**config.mk**
```make
export PLATFORM = sky130hd
export DESIGN_NAME = oled_spi_arbiter_flat
export DESIGN_NICKNAME = d
export VERILOG_FILES = /design/src/rtl/oled_spi_arbiter_if.sv /design/src/rtl/oled_spi_arbiter.sv /design/src/flat_wrapper.sv
export SDC_FILE = /design/constraint.sdc
export NUM_CORES = 1
export LEC_CHECK = 0
export ABC_AREA = 1
export ABC_CLOCK_PERIOD_IN_PS = 4900
export CORE_MARGIN = 8
export CORE_UTILIZATION = 30
export DETAILED_ROUTE_END_ITERATION = 16
export GPL_TIMING_DRIVEN = 0
export HOLD_SLACK_MARGIN = 0.06
export PLACE_DENSITY = 0.5
export SLEW_MARGIN = 20
export SYNTH_ARGS = -nofsm -noshare
export SYNTH_HDL_FRONTEND = slang
export SYNTH_SLANG_ARGS = --single-unit
```
**constraint.sdc**
```tcl
create_clock -name clk -period 4.9 [get_ports clk]
set_input_delay 0.49 -clock clk [delete_from_list [all_inputs] [get_ports clk]]
set_output_delay 0.49 -clock clk [all_outputs]
set_load 0.01 [all_outputs]
```
**src/rtl/oled_spi_arbiter_if.sv**
```systemverilog
// Requester handshakes and SPI pins of oled_spi_arbiter, grouped for port use.
interface oled_spi_arbiter_if;
    logic       cmd_req;
    logic [7:0] cmd_byte;
    logic       cmd_dc;
    logic       cmd_grant;
    logic       cmd_done;
    logic       pix_req;
    logic [7:0] pix_byte;
    logic       pix_last;
    logic       pix_grant;
    logic       pix_done;
    logic       SPI_CLK;
    logic       SPI_MOSI;
    logic       SPI_CS;
    logic       data_command;
    logic       busy;

    modport slave (
        input  cmd_req, cmd_byte, cmd_dc, pix_req, pix_byte, pix_last,
        output cmd_grant, cmd_done, pix_grant, pix_done,
               SPI_CLK, SPI_MOSI, SPI_CS, data_command, busy
    );

    modport master (
        output cmd_req, cmd_byte, cmd_dc, pix_req, pix_byte, pix_last,
        input  cmd_grant, cmd_done, pix_grant, pix_done,
               SPI_CLK, SPI_MOSI, SPI_CS, data_command, busy
    );
endinterface

```
**src/rtl/oled_spi_arbiter.sv**
```systemverilog
// SPI mode-3 arbiter for an OLED panel: command bytes versus locked pixel bursts.
// Define OLED_ARB_RR_EN for round-robin arbitration in IDLE instead of command-first.
module oled_spi_arbiter #(
    parameter int CLK_DIV = 4
) (
    input  logic              clk,
    input  logic              reset,
    oled_spi_arbiter_if.slave bus
);

    localparam logic [2:0] IDLE  = 3'd0;
    localparam logic [2:0] SETUP = 3'd1;
    localparam logic [2:0] SHIFT = 3'd2;
    localparam logic [2:0] GAP   = 3'd3;
    localparam logic [2:0] HOLD  = 3'd4;
    localparam logic [7:0] DIV_LAST = 8'(CLK_DIV - 1);

    logic [2:0] state_q, state_d;
    logic [7:0] cnt_q, cnt_d;
    logic [3:0] half_q, half_d;
    logic [6:0] shreg_q, shreg_d;
    logic       owner_pix_q, owner_pix_d;
    logic       last_q, last_d;
    logic       lock_q, lock_d;
    logic       sclk_q, sclk_d;
    logic       mosi_q, mosi_d;
    logic       cs_n_q, cs_n_d;
    logic       dc_q, dc_d;
    logic       cmd_grant_q, cmd_grant_d;
    logic       pix_grant_q, pix_grant_d;
    logic       cmd_done_q, cmd_done_d;
    logic       pix_done_q, pix_done_d;
    logic       cnt_end;
    logic       pick_cmd;
    logic       pick_pix;
    logic [7:0] byte_sel;

`ifdef OLED_ARB_RR_EN
    logic       prio_pix_q, prio_pix_d;
`endif

    assign cnt_end  = (cnt_q == DIV_LAST);
    assign byte_sel = pick_pix ? bus.pix_byte : bus.cmd_byte;

    // Full arbitration only in IDLE; a locked burst offers the bus to the pixel side alone.
    always_comb begin
        pick_cmd = 1'b0;
        pick_pix = 1'b0;
        if (state_q == IDLE) begin
`ifdef OLED_ARB_RR_EN
            if (bus.cmd_req && bus.pix_req) begin
                pick_cmd = !prio_pix_q;
                pick_pix = prio_pix_q;
            end else begin
                pick_cmd = bus.cmd_req;
                pick_pix = bus.pix_req;
            end
`else
            pick_cmd = bus.cmd_req;
            pick_pix = bus.pix_req && !bus.cmd_req;
`endif
        end else if (state_q == HOLD || (state_q == GAP && cnt_end && lock_q)) begin
            pick_pix = bus.pix_req;
        end
    end

    always_comb begin
        state_d     = state_q;
        cnt_d       = cnt_q;
        half_d      = half_q;
        shreg_d     = shreg_q;
        owner_pix_d = owner_pix_q;
        last_d      = last_q;
        lock_d      = lock_q;
        sclk_d      = sclk_q;
        mosi_d      = mosi_q;
        cs_n_d      = cs_n_q;
        dc_d        = dc_q;
        cmd_grant_d = 1'b0;
        pix_grant_d = 1'b0;
        cmd_done_d  = 1'b0;
        pix_done_d  = 1'b0;
        case (state_q)
            IDLE: begin
                sclk_d = 1'b1;
                cs_n_d = 1'b1;
            end
            SETUP: begin
                if (cnt_end) begin
                    state_d = SHIFT;
                    cnt_d   = 8'd0;
                    half_d  = 4'd0;
                    sclk_d  = 1'b0;
                end else begin
                    cnt_d = cnt_q + 8'd1;
                end
            end
            SHIFT: begin
                if (!cnt_end) begin
                    cnt_d = cnt_q + 8'd1;
                end else if (half_q == 4'd15) begin
                    state_d    = GAP;
                    cnt_d      = 8'd0;
                    sclk_d     = 1'b1;
                    cmd_done_d = !owner_pix_q;
                    pix_done_d = owner_pix_q;
                    if (owner_pix_q && last_q) begin
                        lock_d = 1'b0;
                    end
                    cs_n_d = !(lock_q && !(owner_pix_q && last_q));
                end else begin
                    // Odd half ends on a falling SPI_CLK edge: present the next bit.
                    cnt_d  = 8'd0;
                    half_d = half_q + 4'd1;
                    sclk_d = !half_q[0];
                    if (half_q[0]) begin
                        mosi_d  = shreg_q[6];
                        shreg_d = {shreg_q[5:0], 1'b0};
                    end
                end
            end
            GAP: begin
                if (!cnt_end) begin
                    cnt_d = cnt_q + 8'd1;
                end else if (!lock_q) begin
                    state_d = IDLE;
                    cs_n_d  = 1'b1;
                end else if (!bus.pix_req) begin
                    state_d = HOLD;
                end
            end
            HOLD: begin
                sclk_d = 1'b1;
                cs_n_d = 1'b0;
            end
            default: begin
                state_d = IDLE;
            end
        endcase
        if (pick_cmd || pick_pix) begin
            state_d     = SETUP;
            cnt_d       = 8'd0;
            cs_n_d      = 1'b0;
            sclk_d      = 1'b1;
            owner_pix_d = pick_pix;
            mosi_d      = byte_sel[7];
            shreg_d     = byte_sel[6:0];
            dc_d        = pick_pix ? 1'b1 : bus.cmd_dc;
            last_d      = pick_pix && bus.pix_last;
            cmd_grant_d = pick_cmd;
            pix_grant_d = pick_pix;
            if (pick_pix && !bus.pix_last) begin
                lock_d = 1'b1;
            end
        end
    end

    always_ff @(posedge clk or negedge reset) begin
        if (!reset) begin
            state_q     <= IDLE;
            cnt_q       <= 8'd0;
            half_q      <= 4'd0;
            shreg_q     <= 7'd0;
            owner_pix_q <= 1'b0;
            last_q      <= 1'b0;
            lock_q      <= 1'b0;
            sclk_q      <= 1'b1;
            mosi_q      <= 1'b0;
            cs_n_q      <= 1'b1;
            dc_q        <= 1'b0;
            cmd_grant_q <= 1'b0;
            pix_grant_q <= 1'b0;
            cmd_done_q  <= 1'b0;
            pix_done_q  <= 1'b0;
        end else begin
            state_q     <= state_d;
            cnt_q       <= cnt_d;
            half_q      <= half_d;
            shreg_q     <= shreg_d;
            owner_pix_q <= owner_pix_d;
            last_q      <= last_d;
            lock_q      <= lock_d;
            sclk_q      <= sclk_d;
            mosi_q      <= mosi_d;
            cs_n_q      <= cs_n_d;
            dc_q        <= dc_d;
            cmd_grant_q <= cmd_grant_d;
            pix_grant_q <= pix_grant_d;
            cmd_done_q  <= cmd_done_d;
            pix_done_q  <= pix_done_d;
        end
    end

`ifdef OLED_ARB_RR_EN
    // Priority flips to the side that was not just granted.
    always_comb begin
        prio_pix_d = prio_pix_q;
        if (pick_cmd) begin
            prio_pix_d = 1'b1;
        end else if (pick_pix) begin
            prio_pix_d = 1'b0;
        end
    end

    always_ff @(posedge clk or negedge reset) begin
        if (!reset) begin
            prio_pix_q <= 1'b0;
        end else begin
            prio_pix_q <= prio_pix_d;
        end
    end
`endif

    assign bus.cmd_grant    = cmd_grant_q;
    assign bus.pix_grant    = pix_grant_q;
    assign bus.cmd_done     = cmd_done_q;
    assign bus.pix_done     = pix_done_q;
    assign bus.SPI_CLK      = sclk_q;
    assign bus.SPI_MOSI     = mosi_q;
    assign bus.SPI_CS       = cs_n_q;
    assign bus.data_command = dc_q;
    assign bus.busy         = (state_q != IDLE);

endmodule
```
**src/flat_wrapper.sv**
```systemverilog
// flat-port wrapper written by rule: the top's interface ports become plain ports
module oled_spi_arbiter_flat 
#(
    parameter int CLK_DIV = 4
)
  (clk, reset, bus_cmd_req, bus_cmd_byte, bus_cmd_dc, bus_pix_req, bus_pix_byte, bus_pix_last, bus_cmd_grant, bus_cmd_done, bus_pix_grant, bus_pix_done, bus_SPI_CLK, bus_SPI_MOSI, bus_SPI_CS, bus_data_command, bus_busy);
  oled_spi_arbiter_if bus_i ();
  input  logic clk;
  input  logic reset;
  input wire logic [$bits(bus_i.cmd_req)-1:0] bus_cmd_req;
  input wire logic [$bits(bus_i.cmd_byte)-1:0] bus_cmd_byte;
  input wire logic [$bits(bus_i.cmd_dc)-1:0] bus_cmd_dc;
  input wire logic [$bits(bus_i.pix_req)-1:0] bus_pix_req;
  input wire logic [$bits(bus_i.pix_byte)-1:0] bus_pix_byte;
  input wire logic [$bits(bus_i.pix_last)-1:0] bus_pix_last;
  output wire logic [$bits(bus_i.cmd_grant)-1:0] bus_cmd_grant;
  output wire logic [$bits(bus_i.cmd_done)-1:0] bus_cmd_done;
  output wire logic [$bits(bus_i.pix_grant)-1:0] bus_pix_grant;
  output wire logic [$bits(bus_i.pix_done)-1:0] bus_pix_done;
  output wire logic [$bits(bus_i.SPI_CLK)-1:0] bus_SPI_CLK;
  output wire logic [$bits(bus_i.SPI_MOSI)-1:0] bus_SPI_MOSI;
  output wire logic [$bits(bus_i.SPI_CS)-1:0] bus_SPI_CS;
  output wire logic [$bits(bus_i.data_command)-1:0] bus_data_command;
  output wire logic [$bits(bus_i.busy)-1:0] bus_busy;
  assign bus_i.cmd_req = bus_cmd_req;
  assign bus_i.cmd_byte = bus_cmd_byte;
  assign bus_i.cmd_dc = bus_cmd_dc;
  assign bus_i.pix_req = bus_pix_req;
  assign bus_i.pix_byte = bus_pix_byte;
  assign bus_i.pix_last = bus_pix_last;
  assign bus_cmd_grant = bus_i.cmd_grant;
  assign bus_cmd_done = bus_i.cmd_done;
  assign bus_pix_grant = bus_i.pix_grant;
  assign bus_pix_done = bus_i.pix_done;
  assign bus_SPI_CLK = bus_i.SPI_CLK;
  assign bus_SPI_MOSI = bus_i.SPI_MOSI;
  assign bus_SPI_CS = bus_i.SPI_CS;
  assign bus_data_command = bus_i.data_command;
  assign bus_busy = bus_i.busy;
  oled_spi_arbiter #(.CLK_DIV(CLK_DIV)) u_core (.clk(clk), .reset(reset), .bus(bus_i));
endmodule
```
==> flow_summary.json <==
{
  "pre_cts_ws_ps": 2890,
  "root_buffer": "clkbuf_8",
  "wl_um": 4760,
  "rsz0062_at_grt": "false",
  "crit_end": "u_core.cnt_q[7]",
  "cts-hold-fix-buffers": 0,
  "dr.pass1.iters": 4,
  "endpoint_kind": "register",
  "async_reset_ff_frac": 1.00,
  "clockBufferDepth": 2,
  "cts.sinks": 33,
  "ir_drop_uv": 190,
  "pin_count": 31,
  "vias_per_cell": 4.57,
  "startpoint": "u_core.cnt_q[0]",
  "synth_warnings": 0,
  "relSlewSlack": 0.681,
  "cts_made_buffers": 5,
  "worstReg2RegEnd": "u_core.cnt_q[7]",
  "synth_edf_count": 0,
  "fin_ws_ps": 2900,
  "synth_cell_types": 32,
  "antenna_found_initial": 0,
  "ctsResizeCount": 0,
  "detailroute.via_count": 1708,
  "synth-seq-cells": 33,
  "worst_slew_pin_slew_ps": 478,
  "path_max_fanout": 8,
  "grt_max_degree": 19,
  "cts_tree": "done",
  "synth-seq-area-share": 0.426,
  "crit_chain": "ha_1 -> nand2_1 -> nor2_1 -> nand2_2 -> o21ai_2 -> inv_1 -> nor2_4 -> nand2_1 -> o31ai_1",
  "synth_nets": 282,
  "wl_per_cell_um": 12.7,
  "grt_first_pass_wirelength_um": 8310,
  "cts_max_level": 2,
  "final_core_util": 0.390,
  "grt_pass1_vias": 1747,
  "fin_skew_ps": 5.63,
  "diodes": 0,
  "setup_violations": 0,
  "final_nets": 320,
  "gp_congestion": 0.779,
  "post-cts-setup-buffer-count": 0,
  "grt_overflow": 0,
  "fp.coreArea_mm2": 0.00631,
  "die_w_um": 96.5,
  "status": "finished, final reports clean",
  "num-fill-cells": 692,
  "clock_latency_ps": 290,
  "p_leak_nw": 1.16,
  "avgSynthCellArea_um2": 7.53,
  "start_util": 0.308,
  "ant_nets": 0,
  "drv_slew": 0,
  "crit_type": "register to register",
  "cp_common_cell": "nand2_1",
  "die_y_um": 96.5,
  "crit_arrival_ps": 2180,
  "critical_path.startpoint_type": "register",
  "slowest_delay_ps": 420,
  "drt-initial-drc-count": 60,
  "min_period_over_period": 0.407,
  "synth_ff_type": "dfrtp_1",
  "dpl-instance-area_mm2": 0.00236,
  "rr_worst_depth": 9,
  "place_hpwl_um": 3610,
  "slowest_stage": "dfrtp_1",
  "power_density_mw_per_mm2": 571,
  "finalHoldViolCount": 0,
  "fin_tns_setup_ps": 0,
  "dieArea_mm2": 0.00931,
  "r2r_start": "u_core.cnt_q[0]",
  "clkTransAtPathRegs_ps": 70,
  "layout-area-overhead-vs-synth_pct": 26.8,
  "postLayoutCellArea_mm2": 0.00246,
  "required_ps": 5080,
  "io_buffer_count": 30,
  "drc_errors": 0,
  "period_needed_ps": 2000,
  "fmax_mhz": 501,
  "total_power_w": 0.00141,
  "rrSetupSlack_ps": 2900,
  "synth_cells": 258,
  "drv_cap": 0,
  "std_cell_rows": 29,
  "drive_gt1_frac": 0.131,
  "worst_hold_path_type": "input port to async pin",
  "synth_area_mm2": 0.00194,
  "grt_use_total": 0.114
}
## power breakdown
part	internal, W	switching [W]	total, W
sequential	0.000379	0.0000803	0.000459
combinational	0.000282	0.000432	0.000714
clock	0.000127	0.000106	0.000233
total	0.000788	0.000619	0.00141
## worst min-delay path by stage
stage | startpoint | end
2_1_floorplan | reset | u_core.bus.SPI_MOSI
3_3_place_gp | u_core.owner_pix_q | u_core.bus.cmd_done
3_5_place_dp | u_core.owner_pix_q | u_core.bus.cmd_done
4_1_cts | reset | u_core.half_q[3]
5_1_grt | reset | u_core.half_q[1]
6_report | reset | u_core.half_q[3]
## worst max-delay path, delay by kind of cell (launching register included)
| kind | cells | cell delay [ps] |
|---|---|---|
| simple gates | 5 | 670 |
| buf+inv | 1 | 170 |
| flops | 1 | 420 |
| fa+ha+maj | 1 | 280 |
| compound gates | 2 | 360 |
## per-stage QoR
stage,hold slack (ps),instances
finish,150,374
global route,184,374
CTS,161,374
detailed placement,415,366
global placement,417,365
floorplan,194,258
## state kept, by name, summed over array words and instances (netlist names)
| name | flops |
|---|---|
| u_core.bus.SPI_CLK | 1 |
| u_core.last_q | 1 |
| u_core.bus.pix_grant | 1 |
| u_core.bus.SPI_MOSI | 1 |
| u_core.lock_q | 1 |
| u_core.bus.cmd_done | 1 |
| u_core.shreg_q | 7 |
| u_core.bus.SPI_CS | 1 |
| u_core.half_q | 4 |
| u_core.owner_pix_q | 1 |
| u_core.bus.cmd_grant | 1 |
| u_core.state_q | 3 |
| u_core.bus.pix_done | 1 |
| u_core.bus.data_command | 1 |
| u_core.cnt_q | 8 |
## area by class of cell
type | instances | area, µm² | area share
tap | 77 | 96.3 | 0.0391
clock inverter | 1 | 5.00 | 0.00203
timing repair buffer | 31 | 323 | 0.131
sequential | 33 | 828 | 0.336
multi-input combinational | 184 | 936 | 0.380
inverter | 35 | 131 | 0.0533
clock buffer | 7 | 96.3 | 0.0391
buffer | 6 | 47.5 | 0.0193
## cells in the final DEF, fill, tap and decap left out, types with 6 or more instances in the layout
master / instances
nand2_1: 75
dfrtp_1: 31
clkdlybuf4s50_1: 29
inv_1: 28
o21ai_0: 24
nand3_1: 21
nor2_1: 20
inv_2: 7
clkbuf_8: 7
xor2_1: 6
## logic make-up after synthesis
logic type | Yosys count | synth area share
compound gates | 42 | 0.125
flops | 33 | 0.426
simple gates | 133 | 0.312
buf+inv | 41 | 0.0921
fa+ha+maj | 2 | 0.0129
xor+xnor | 7 | 0.0316
## cell usage after synthesis (3+ instances only)
cell type | count | area (µm²)
nand2_1 | 75 | 282
inv_1 | 28 | 105
nor2_4 | 3 | 33.8
inv_2 | 7 | 26.3
a21oi_1 | 4 | 20.0
o21ai_0 | 24 | 120
xor2_1 | 6 | 52.6
nor3_1 | 3 | 15.0
nand3_1 | 21 | 105
dfrtp_1 | 31 | 776
nor2_1 | 20 | 75.1
buf_6 | 3 | 33.8
o31ai_1 | 5 | 37.5
## per-layer routing
| metal | track usage | wire [µm] |
|---|---|---|
| met1 | 0.150 | 2340 |
| met3 | 0.0433 | 289 |
| met2 | 0.168 | 2070 |
| met4 | 0.0340 | 56 |
| met5 | 0 | 0 |
No activity file was read; power rests on OpenSTA's default activity.
